**config.mk**
```make
export PLATFORM = sky130hd
export DESIGN_NAME = led_arbiter_flat
export DESIGN_NICKNAME = d
export VERILOG_FILES = /design/src/rtl/led_arbiter_if.sv /design/src/rtl/led_arbiter.sv /design/src/flat_wrapper.sv
export SDC_FILE = /design/constraint.sdc
export NUM_CORES = 1
export LEC_CHECK = 0
export CAP_MARGIN = 25
export CORE_UTILIZATION = 35
export DETAILED_ROUTE_END_ITERATION = 10
export PLACE_DENSITY = 0.56
export SLEW_MARGIN = 20
export SYNTH_ARGS = -nofsm -noshare
export SYNTH_HDL_FRONTEND = slang
export SYNTH_SLANG_ARGS = --single-unit
```
**constraint.sdc**
```tcl
create_clock -name SYSCLK -period 2.25 [get_ports SYSCLK]
set_clock_uncertainty 0.15 [all_clocks]
set_input_delay 0.3375 -clock SYSCLK [delete_from_list [all_inputs] [get_ports SYSCLK]]
set_output_delay 0.3375 -clock SYSCLK [all_outputs]
set_load 0.01 [all_outputs]
```
**src/rtl/led_arbiter_if.sv**
```systemverilog
// Request/colour/brightness bundle from the status sources and the grant/LED drive back out.
// master = request side, slave = arbiter.
interface led_arbiter_if #(
  parameter int unsigned PWM_BITS = 8
);
  logic [2:0]          REQ;
  logic [8:0]          REQ_COLOR;
  logic [2:0]          REQ_BLINK;
  logic [PWM_BITS-1:0] BRIGHTNESS;
  logic [2:0]          GRANT;
  logic                LED_RED;
  logic                LED_BLUE;
  logic                LED_GREEN;

  modport master (
    output REQ, REQ_COLOR, REQ_BLINK, BRIGHTNESS,
    input  GRANT, LED_RED, LED_BLUE, LED_GREEN
  );

  modport slave (
    input  REQ, REQ_COLOR, REQ_BLINK, BRIGHTNESS,
    output GRANT, LED_RED, LED_BLUE, LED_GREEN
  );
endinterface

```
**src/rtl/led_arbiter.sv**
```systemverilog
// Fixed-priority (bit 0 wins) RGB LED arbiter with minimum hold, blink and global PWM brightness.
// GRANT one cycle after REQ, LEDs one cycle after GRANT; release is never held off by MIN_HOLD.
module led_arbiter #(
  parameter longint unsigned TICK_DIV = 64'd6250000,
  parameter int unsigned     MIN_HOLD = 4,
  parameter int unsigned     PWM_BITS = 8
) (
  input  logic          SYSCLK,
  input  logic          RESET_N,
  led_arbiter_if.slave  bus
);
  localparam int TW = $clog2(TICK_DIV);
  localparam int HW = (MIN_HOLD == 0) ? 1 : $clog2(MIN_HOLD + 1);
  localparam logic [TW-1:0] TICK_LAST = TW'(TICK_DIV - 64'd1);
  localparam logic [HW-1:0] HOLD_LAST = HW'((MIN_HOLD == 0) ? 0 : MIN_HOLD - 1);

  typedef enum logic [1:0] {IDLE, HOLD, OPEN} state_t;
  localparam state_t ARM = (MIN_HOLD == 0) ? OPEN : HOLD;

  state_t              state;
  logic [2:0]          grant;
  logic [TW-1:0]       tick_cnt;
  logic [HW-1:0]       hold_cnt;
  logic [PWM_BITS-1:0] pwm_cnt;
  logic                phase;
  logic                led_red, led_blue, led_green;

  logic [2:0] req;
  logic [2:0] first_req;
  logic [2:0] higher;
  logic [2:0] color;
  logic       blink;
  logic       tick, pwm_on, lit, released, restart;

  assign req       = bus.REQ;
  assign first_req = req & (~req + 3'd1);
  // Only meaningful while something is granted: requests of higher priority than the grant.
  assign higher    = req & (grant - 3'd1);
  assign tick      = (tick_cnt == TICK_LAST);
  assign pwm_on    = (pwm_cnt < bus.BRIGHTNESS);
  assign lit       = pwm_on & (phase | ~blink);
  assign released  = (state != IDLE) && ((req & grant) == 3'b000);
  assign restart   = (|req) && ((state == IDLE) || released || (state == OPEN && |higher));

  always_comb begin
    color = 3'b000;
    blink = 1'b0;
    for (int i = 0; i < 3; i++) begin
      if (grant[i]) begin
        color = bus.REQ_COLOR[3*i +: 3];
        blink = bus.REQ_BLINK[i];
      end
    end
  end

  always_ff @(posedge SYSCLK) begin
    if (!RESET_N) begin
      state     <= IDLE;
      grant     <= 3'b000;
      tick_cnt  <= '0;
      hold_cnt  <= '0;
      pwm_cnt   <= '0;
      phase     <= 1'b1;
      led_red   <= 1'b0;
      led_blue  <= 1'b0;
      led_green <= 1'b0;
    end else begin
      pwm_cnt   <= pwm_cnt + 1'b1;
      tick_cnt  <= tick ? '0 : tick_cnt + 1'b1;
      if (tick) phase <= ~phase;
      led_red   <= color[0] & lit;
      led_blue  <= color[1] & lit;
      led_green <= color[2] & lit;

      // A new grant restarts the blink period so it always begins lit.
      if (restart) begin
        grant    <= first_req;
        state    <= ARM;
        tick_cnt <= '0;
        hold_cnt <= '0;
        phase    <= 1'b1;
      end else if (released) begin
        grant <= 3'b000;
        state <= IDLE;
      end else if (state == HOLD && tick) begin
        if (hold_cnt == HOLD_LAST) state <= OPEN;
        else                       hold_cnt <= hold_cnt + 1'b1;
      end
    end
  end

  assign bus.GRANT     = grant;
  assign bus.LED_RED   = led_red;
  assign bus.LED_BLUE  = led_blue;
  assign bus.LED_GREEN = led_green;
endmodule

```
**src/flat_wrapper.sv**
```systemverilog
// flat-port wrapper written by rule: the top's interface ports become plain ports
module led_arbiter_flat 
#(
  parameter longint unsigned TICK_DIV = 64'd6250000,
  parameter int unsigned     MIN_HOLD = 4,
  parameter int unsigned     PWM_BITS = 8
)
  (SYSCLK, RESET_N, bus_REQ, bus_REQ_COLOR, bus_REQ_BLINK, bus_BRIGHTNESS, bus_GRANT, bus_LED_RED, bus_LED_BLUE, bus_LED_GREEN);
  led_arbiter_if #(.PWM_BITS(PWM_BITS)) bus_i ();
  input  logic SYSCLK;
  input  logic RESET_N;
  input wire logic [$bits(bus_i.REQ)-1:0] bus_REQ;
  input wire logic [$bits(bus_i.REQ_COLOR)-1:0] bus_REQ_COLOR;
  input wire logic [$bits(bus_i.REQ_BLINK)-1:0] bus_REQ_BLINK;
  input wire logic [$bits(bus_i.BRIGHTNESS)-1:0] bus_BRIGHTNESS;
  output wire logic [$bits(bus_i.GRANT)-1:0] bus_GRANT;
  output wire logic [$bits(bus_i.LED_RED)-1:0] bus_LED_RED;
  output wire logic [$bits(bus_i.LED_BLUE)-1:0] bus_LED_BLUE;
  output wire logic [$bits(bus_i.LED_GREEN)-1:0] bus_LED_GREEN;
  assign bus_i.REQ = bus_REQ;
  assign bus_i.REQ_COLOR = bus_REQ_COLOR;
  assign bus_i.REQ_BLINK = bus_REQ_BLINK;
  assign bus_i.BRIGHTNESS = bus_BRIGHTNESS;
  assign bus_GRANT = bus_i.GRANT;
  assign bus_LED_RED = bus_i.LED_RED;
  assign bus_LED_BLUE = bus_i.LED_BLUE;
  assign bus_LED_GREEN = bus_i.LED_GREEN;
  led_arbiter #(.TICK_DIV(TICK_DIV), .MIN_HOLD(MIN_HOLD), .PWM_BITS(PWM_BITS)) u_core (.SYSCLK(SYSCLK), .RESET_N(RESET_N), .bus(bus_i));
endmodule
```
# Word-level counts from Yosys, hierarchy flattened
# Index checks and enable logic that the tools add are counted.
[op_classes] add_sub_neg=5 magnitude_cmp=1 eq_ne=4 n_mux=12 bitwise=14 reduce_logical=20
[ops] op="23-bit by 1-bit adder with 23-bit output (second input constant)" n=1
[ops] op="23-bit equality test (second input constant)" n=1
[ops] op="3-bit two-way mux" n=5
[ops] op="3-bit OR reduction" n=4
[ops] op="3-bit bitwise AND" n=3
[ops] op="8-bit by 1-bit adder with 8-bit output (second input constant)" n=1
[ops] op="8-bit less-than comparator" n=1
[ops] op="1-bit two-way mux" n=7
[ops] op="3-bit by 1-bit adder with 3-bit output (second input constant)" n=2
[ops] op="3-bit nonzero test" n=2
[ops] op="1-bit NOT" n=5
[ops] op="1-bit bitwise AND" n=4
[ops] op="1-bit logical AND" n=4
[ops] op="2-bit AND reduction" n=2
[ops] op="2-bit nonzero test" n=2
[ops] op="3-bit by 2-bit equality test with 1-bit output (second input constant)" n=1
[ops] op="3-bit zero test" n=1
[ops] op="3-bit NOT" n=1
[ops] op="3-bit AND reduction" n=1
[ops] op="3-bit by 1-bit subtractor with 3-bit output (second input constant)" n=1
[ops] op="2-bit by 1-bit equality test with 1-bit output (second input constant)" n=1
[ops] op="2-bit equality test (second input constant)" n=1
[ops] op="2-bit zero test" n=1
[ops] op="1-bit logical OR" n=2
[ops] op="other kinds (2)" n=2
[totals] ff_bits=43 in_bits=25 out_inout_bits=6

# Depth between registers and ports, before layout
# Gate-level depths: netlist of run 1.
[logic_depth] ltp_word=8 ltp_mapped=9

# Worst setup path before layout of run 1
# OpenSTA, ideal clock, no wires.
[synth_path] path_kind="flip-flop to flip-flop" startpoint="register u_core.grant[1], in the netlist u_core.bus.GRANT[1]" endpoint="register u_core.tick_cnt[10]" setup_time_ns=0.064 arrival_ns=1.959 slack_ns=0.077 path_stages_with_launch=10 path_buffers=2 synth_period_minus_slack_ns=2.173 path_cell_list="dfxtp_1 clkbuf_2 inv_1 ha_1 xor2_1 a2111oi_2 o311ai_2 nand2b_2 buf_6 nor2_1"
[synth_between] elab_chain_len=7
[synth_lines] item="start, declared" line_no="led_arbiter.sv:21" rtl="logic [2:0] grant;"
[synth_lines] item="start signal, assigned" line_no="led_arbiter.sv:77" rtl="grant <= first_req;"
[synth_lines] item="3-bit by 1-bit subtractor with 3-bit output / 3-bit bitwise AND (equally long branches)" line_no="led_arbiter.sv:38, led_arbiter.sv:42"
[synth_lines] item="3-bit bitwise AND / 3-bit zero test (equally long branches)" line_no="led_arbiter.sv:38, led_arbiter.sv:42"
[synth_lines] item="3-bit OR reduction / 1-bit logical AND (equally long branches)" line_no="led_arbiter.sv:43, led_arbiter.sv:42"
[synth_lines] item="1-bit logical AND / 1-bit logical OR (equally long branches)" line_no="led_arbiter.sv:43" rtl="assign restart = (|req) && ((state == IDLE) || released || (state == OPEN && |higher));"
[synth_lines] item="1-bit logical OR *" line_no="led_arbiter.sv:43"
[synth_lines] item="1-bit logical AND *" line_no="led_arbiter.sv:43"
[synth_lines] item="3-bit OR reduction (no source line) *"
[synth_lines] item="end signal, assigned" line_no="led_arbiter.sv:69" rtl="tick_cnt <= tick ? '0 : tick_cnt + 1'b1;"
[synth_lines] item="end, declared" line_no="led_arbiter.sv:22" rtl="logic [TW-1:0] tick_cnt;"
# Mark *: on every way between the ends. The rest lies on a longest branch, timed or not.
# A chain may end at the register's enable or synchronous reset.

# Final worst setup path of run 1
[layout_path] startpoint="register u_core.grant[0], in the netlist u_core.bus.GRANT[0]" endpoint="register u_core.tick_cnt[10]"
# Same word-level chain as after synthesis.

==> results.toml, run 1 <==
[status]
outcome = "completed"

[detailed_routing]
number_of_remaining_drc_errors = 0
dr.pass1.iters = 4
maxUsedRoutingLayer = "met4"
detail_route.wirelength_um = 4170
met1Wirelength_um = 2050
vias = 1695
drt-initial-drc-count = 45
via_to_cell_ratio = 4.73
routed_wire_length_per_instance_um = 11.6
routed_wl_met3_um = 195
wl_met2_um = 1830
ant_nets = 0

[synth]
avgSynthCellArea_um2 = 8.94
synth.distinct_cells = 46
async_flop_share_pct = 0
synth_seq_cells = 43
synthesis_warnings = 0
postSynthCellCount = 242
mappedNetlistNets = 279
synth-edff-count = 0
synth_ff_type = "sky130_fd_sc_hd__dfxtp_1"
portion_of_the_post_synthesis_area_used_by_sequential_elements_pct = 39.8
synth.cell_area_um2 = 2160

[layout]
number_of_fill_cells = 604
antenna_cells = 0
final_core_utilization_pct = 45.4
most-common-layout-cells = "43 x sky130_fd_sc_hd__dfxtp_1, 41 x sky130_fd_sc_hd__nor2_1, 30 x sky130_fd_sc_hd__clkdlybuf4s50_1, 19 x sky130_fd_sc_hd__xnor2_1, 15 x sky130_fd_sc_hd__inv_1"
layout_commonest_cell = "sky130_fd_sc_hd__dfxtp_1"
fin_area_um2 = 2700
syn_to_final_growth_pct = 25.0
fin_nets = 319
final_layout_size_suffix_gt1_share_pct = 8.48

[cts]
worst_setup_hold_path_clk_slew_ns = 0.08
htree_num_levels = 2
clock_sink_count = 43
cts_setup_buffers = 0
hold_buffers = 0
clock_tree.buffer_depth = 2
post_cts.resized_instances = 0
cts_root_buffer = "sky130_fd_sc_hd__clkbuf_8"
cts_inserted_buffers = 5
tritoncts = "yes"
clk_latency_ns = 0.29

[setup_path]
worst_path_largest_cell_delay_ns = 0.46
worst_r2r_path_cells = 8
timing.rr.end = "u_core.tick_cnt[10]$_SDFF_PP0_"
timing.rr.start = "u_core.bus.GRANT[0]$_SDFFE_PN0P_"
crit_family = "compound AO/OA/AOI/OAI gates"
critical_path_class = "flop to flop"
crit_path_max_fanout = 15
worst_setup_path_start_kind = "flop"
cell_with_the_biggest_individual_delay_on_the_critical_path = "sky130_fd_sc_hd__a2111oi_2"
worst-r2r-setup-slack_ns = 0.23
critical_path_cell_by_cell = "inv_1, ha_1, xor2_1, a2111oi_2, o311ai_2, nand2b_2, buf_12, nor2_1"
critPathBufInv = 2
cp_arrival_ns = 2.11
timing.critical_path.required_ns = 2.34
cp-end-kind = "flop"

[grt]
largest_net_degree_at_the_start_of_global_routing = 16
via_count_of_the_first_global_routing_pass = 1545
overflow = 0
grtUsageTotal_pct = 13.8
grt_pass1_wl_um = 6780
grt_antenna_before_repair = 0

[power]
irDropWorstVdd_mv = 0.356
report.power.total_mw = 1.47
pwr_density_cell_nw_per_um2 = 545
p_leak_nw = 1.05

[sta]
finalMaxSlewViolations = 0
hold_viol = 0
rsz0062_at_grt = "no"
fin_crit_sh_pct = 89.8
worst-slew-pin-transition_ns = 0.397
max_freq_ghz = 0.495
slew_headroom_pct = 73.5
post-route-min-period_ns = 2.02
report.final.setup_viol = 0

[floorplan]
die_x_um = 80.6
core_region_area_um2 = 5960
dieArea_um2 = 6500
rows = 28
fp.dieH_um = 80.6
floorplan.io_pins = 31
floorplan.initialDensity_pct = 36.3

[placed_design]
io_buffer_count = 30
dpl-instance-area_um2 = 2600
place_hpwl_um = 3100
gpl.final_weighted_congestion = 0.739

[min_path]
worstHoldStart = "u_core.tick_cnt[0]$_SDFF_PP0_"
worst_hold_path.num_cells = 1
hold_path.class = "flop to flop"
hold-path-endpoint = "u_core.tick_cnt[0]$_SDFF_PP0_"

[job]
timing.max_cap.violations = 0
-- how the worst max path moves through the flow --
stage	slack, ns	start	depth (start not counted)	to
2_1_floorplan	0.08	u_core.bus.GRANT[1]$_SDFFE_PN0P_	9	u_core.tick_cnt[10]$_SDFF_PP0_
3_3_place_gp	0.009	bus_BRIGHTNESS[6]	8	u_core.bus.LED_BLUE$_SDFF_PN0_
3_5_place_dp	-0.006	bus_BRIGHTNESS[6]	8	u_core.bus.LED_RED$_SDFF_PN0_
4_1_cts	0.22	u_core.bus.GRANT[0]$_SDFFE_PN0P_	8	u_core.tick_cnt[4]$_SDFF_PP0_
5_1_grt	0.05	u_core.bus.GRANT[0]$_SDFFE_PN0P_	8	u_core.tick_cnt[16]$_SDFF_PP0_
6_report	0.23	u_core.bus.GRANT[0]$_SDFFE_PN0P_	8	u_core.tick_cnt[10]$_SDFF_PP0_
-- flip-flops by register name, summed over array words and instances, names as in the netlist --
signal,flops
u_core.pwm_cnt,8
u_core.bus.LED_RED,1
u_core.tick_cnt,23
u_core.bus.LED_BLUE,1
u_core.bus.GRANT,3
u_core.bus.LED_GREEN,1
u_core.phase,1
u_core.state,2
u_core.hold_cnt,3
-- cell usage after synthesis (2+ instances only) --
cell / count / area share, %
sky130_fd_sc_hd__dfxtp_1: 43 / 40
sky130_fd_sc_hd__xor2_1: 10 / 4.0
sky130_fd_sc_hd__nor3_1: 8 / 1.9
sky130_fd_sc_hd__o21a_1: 2 / 0.69
sky130_fd_sc_hd__buf_2: 2 / 0.46
sky130_fd_sc_hd__clkbuf_1: 2 / 0.35
sky130_fd_sc_hd__a21o_1: 2 / 0.69
sky130_fd_sc_hd__xnor2_1: 19 / 7.7
sky130_fd_sc_hd__and2_1: 9 / 2.6
sky130_fd_sc_hd__a22oi_1: 3 / 1.0
sky130_fd_sc_hd__a211oi_1: 2 / 0.69
sky130_fd_sc_hd__nand3_1: 8 / 1.9
sky130_fd_sc_hd__nand2b_1: 2 / 0.58
sky130_fd_sc_hd__nor2b_1: 6 / 1.7
sky130_fd_sc_hd__nor2_1: 41 / 7.1
sky130_fd_sc_hd__nand2_1: 11 / 1.9
sky130_fd_sc_hd__a21oi_1: 3 / 0.69
sky130_fd_sc_hd__a221oi_1: 2 / 0.81
sky130_fd_sc_hd__a32o_1: 3 / 1.4
sky130_fd_sc_hd__ha_1: 12 / 6.9
sky130_fd_sc_hd__and3_1: 8 / 2.3
sky130_fd_sc_hd__inv_1: 15 / 2.6
sky130_fd_sc_hd__nand4_1: 6 / 1.7
-- per-stage QoR --
stage          worst slack (ns)  hold WS (ns)  cells  TNS (ns)
2_1_floorplan            0.0769         0.262    242         0
3_3_place_gp            0.00872         0.277    350         0
3_5_place_dp           -0.00578         0.284    350  -0.00624
4_1_cts                   0.218         0.296    358         0
5_1_grt                  0.0456         0.317    358         0
6_report                  0.230         0.289    358         0
-- logic make-up (layout without fill, tap and decap cells) --
kind of cell	Yosys count	after routing	synth area share (%)
AND/OR/NAND/NOR	111	111	27.2
flip-flops	43	43	39.8
XOR/XNOR	29	29	11.7
AO/OA/AOI/OAI	25	25	9.72
buffers and inverters	21	62	4.16
adder cells (fa/ha/maj)	12	12	6.94
multiplexers	1	1	0.463
-- final cells by class --
| class | count | area (um2) | area share (%) |
|---|---|---|---|
| multi-input combinational | 178 | 1210 | 44.8 |
| sequential | 43 | 861 | 31.8 |
| timing repair buffer | 39 | 380 | 14.1 |
| inverter | 15 | 56.3 | 2.08 |
| tap | 75 | 93.8 | 3.47 |
| clock buffer | 8 | 100 | 3.70 |
-- power breakdown --
group / internal, mW / switching, mW
Sequential: 0.773 / 0.00969
Clock: 0.280 / 0.256
Combinational: 0.0924 / 0.0636
-- per-layer routing --
metal  GRT usage [%]  vias up
met1            16.5      746
met3            3.18        8
li1                -      910
met2            22.5       31
met4            7.50        0
met5               0        -
Note: power is estimated with default switching activity, not from simulation.
==> inputs of run 2 (changes only) <==
Settings changed: CTS_CLUSTER_SIZE set to 24.
==> results of run 2 <==
The final DEF is identical to that of run 1; final timing and power are the same.
==> inputs of run 3 (changes only) <==
Clock period 2.25 ns to 1.9 ns, I/O delays scaled along.
==> run 3 against run 2 <==
Net effect: the flow now finishes with violations (setup timing); die area did not move; sequential power rose by 19%; non-clock buffer count rose by 20; critical path depth fell by 2; global-route usage rose by 0.89 points; power rose by 25%; first-iteration DRC count did not move; worst hold slack improved by 0.0032 ns; cell area rose by 9.7%; cell count rose by 5.9%; routed wire length rose by 5.5%; clock power rose by 32%; largest cell class unchanged.
==> results.toml, run 3 (synthesis gave the netlist of run 1 again) <==
[status]
outcome = "finished, violations left"
failed_checks = "setup timing"

[sta]
finalMaxSlewViolations = 0
layout_setup_ws_ns = -0.0118
max_freq_ghz = 0.523
hold_viol = 0
fin_crit_sh_pct = 101
timing.setup.tns_ns = -0.0118
report.final.setup_viol = 1
post-route-min-period_ns = 1.91
rsz0062_at_grt = "yes"
slew_headroom_pct = 71.2
worst-slew-pin-transition_ns = 0.431
hold_slack_ns = 0.292

[power]
pwr-share-comb_pct = 11.5
pwr-share-clk_pct = 38.2
report.power.total_mw = 1.85
netSwitchingFraction_pct = 22.6
pwr_density_cell_nw_per_um2 = 624
irDropWorstVdd_mv = 0.454
internal_power_mw = 1.43
power.switching_mw = 0.418
p_leak_nw = 1.19
power.share.sequential_pct = 50.3

[setup_path]
crit_path_max_fanout = 6
cell_with_the_biggest_individual_delay_on_the_critical_path = "sky130_fd_sc_hd__or3b_1"
critical_path_cell_by_cell = "inv_4, ha_4, xor2_2, a2111oi_4, o311ai_4, or3b_1"
critical_path_class = "flop to flop"
critPathBufInv = 1
cp_arrival_ns = 1.94
worst_setup_path_start_kind = "flop"
worst_path_largest_cell_delay_ns = 0.40
cp-end-kind = "flop"
crit_family = "compound AO/OA/AOI/OAI gates"
timing.critical_path.required_ns = 1.93

[detailed_routing]
number_of_remaining_drc_errors = 0
via_to_cell_ratio = 4.78
drt-initial-drc-count = 45
dr.pass1.iters = 4
detail_route.wirelength_um = 4400
ant_nets = 0
vias = 1811
routed_wire_length_per_instance_um = 11.6

[layout]
final_instance_count_excl_fillers = 379
fin_nets = 340
reg.largest.list = "u_core.tick_cnt x23, u_core.pwm_cnt x8"
top_register = "u_core.tick_cnt"
most-common-layout-cells = "40 x sky130_fd_sc_hd__nor2_1, 40 x sky130_fd_sc_hd__dfxtp_1, 30 x sky130_fd_sc_hd__clkdlybuf4s50_1, 28 x sky130_fd_sc_hd__buf_4, 19 x sky130_fd_sc_hd__xnor2_1"
final_layout_size_suffix_gt1_share_pct = 19.7
largest_register_ffs = 23
antenna_cells = 0
syn_to_final_growth_pct = 37.1
number_of_fill_cells = 575
final_core_utilization_pct = 49.8

[grt]
overflow = 0
global_route_hottest_layer = "met2"
grt_antenna_before_repair = 0
grtUsageTotal_pct = 14.6
groute.layer.met1.usage_pct = 18.8
via_count_of_the_first_global_routing_pass = 1714
grt_pass1_wl_um = 7370
largest_net_degree_at_the_start_of_global_routing = 15
use_met3_pct = 3.64
grtUsageMet2_pct = 24.2

[cts]
clk_latency_ns = 0.30
cts_root_buffer = "sky130_fd_sc_hd__clkbuf_8"
cts_inserted_buffers = 5
clock_tree.buffer_depth = 2
clock_sink_count = 43
tritoncts = "yes"
worst_setup_hold_path_clk_slew_ns = 0.08
htree_num_levels = 2

[placed_design]
gpl.final_weighted_congestion = 0.729
dp.cells = 368
place_hpwl_um = 3180
io_buffer_count = 30

[floorplan]
fp.dieH_um = 80.6
core_region_area_um2 = 5960
floorplan.initialDensity_pct = 36.3
floorplan.io_pins = 31
rows = 28
dieArea_um2 = 6500
die_x_um = 80.6

[job]
timing.max_cap.violations = 0

[min_path]
hold_path.class = "flop to flop"
-- run 3: changes by cell type in the layout (fill, tap and decap cells not counted), sizes merged --
cell	previous run	this run
buf	9	29
clkbuf	8	5
clkinv	0	2
bufinv	0	1
nand2b	3	4
-- run 3: final cells by class --
type                       instances  area (um2)  share of cell area (%)
multi-input combinational        179        1320                    44.3
sequential                        43         865                    29.1
timing repair buffer              59         522                    17.6
tap                               75        93.8                    3.16
clock buffer                       5        68.8                    2.32
inverter                          15        58.8                    1.98
clock inverter                     3        43.8                    1.48
-- run 3: metal layers --
| layer | up-vias | routed length (um) | share of wire [%] |
|---|---|---|---|
| li1 | 953 | - | - |
| met1 | 809 | 2120 | 48 |
| met2 | 42 | 1960 | 44 |
| met3 | 7 | 267 | 6.1 |
| met4 | 0 | 55 | 1.3 |
| met5 | - | 0 | 0 |
-- run 3: power by group through the flow --
stage	combinational, mW	clock (mW)	sequential, mW
2_1_floorplan	0.0878	0	0.952
3_3_place_gp	0.194	0	0.950
3_5_place_dp	0.195	0	0.951
4_1_cts	0.207	0.739	0.931
5_1_grt	0.236	0.783	0.933
6_report	0.213	0.707	0.930
-- run 3: metrics by stage --
stage	area (um2)	setup WS [ns]
finish	2970	-0.0118
detailed placement	2750	-0.300
CTS	2910	-0.0121
global placement	2750	-0.298
global route	2970	-0.103
floorplan	2190	-0.111
-- run 3: final timing paths --
kind,from,to,slack [ns],cells past startpoint
setup reg to reg,u_core.bus.GRANT[1]$_SDFFE_PN0P_,u_core.phase$_SDFFE_PP1N_,-0.01,6
setup / recovery,u_core.bus.GRANT[1]$_SDFFE_PN0P_,u_core.phase$_SDFFE_PP1N_,-0.01,6
hold reg to reg,u_core.tick_cnt[0]$_SDFF_PP0_,u_core.tick_cnt[0]$_SDFF_PP0_,0.29,1
hold / removal,u_core.tick_cnt[0]$_SDFF_PP0_,u_core.tick_cnt[0]$_SDFF_PP0_,0.29,1
-- run 3: timing repair --
item,4_1_cts,5_1_grt
hold endpoints to repair,0,0
setup buffers,1,1
pin swaps,3,3
hold buffers,0,0
gates cloned,1,0
setup endpoints to repair,21,28
gates resized for setup,5,11
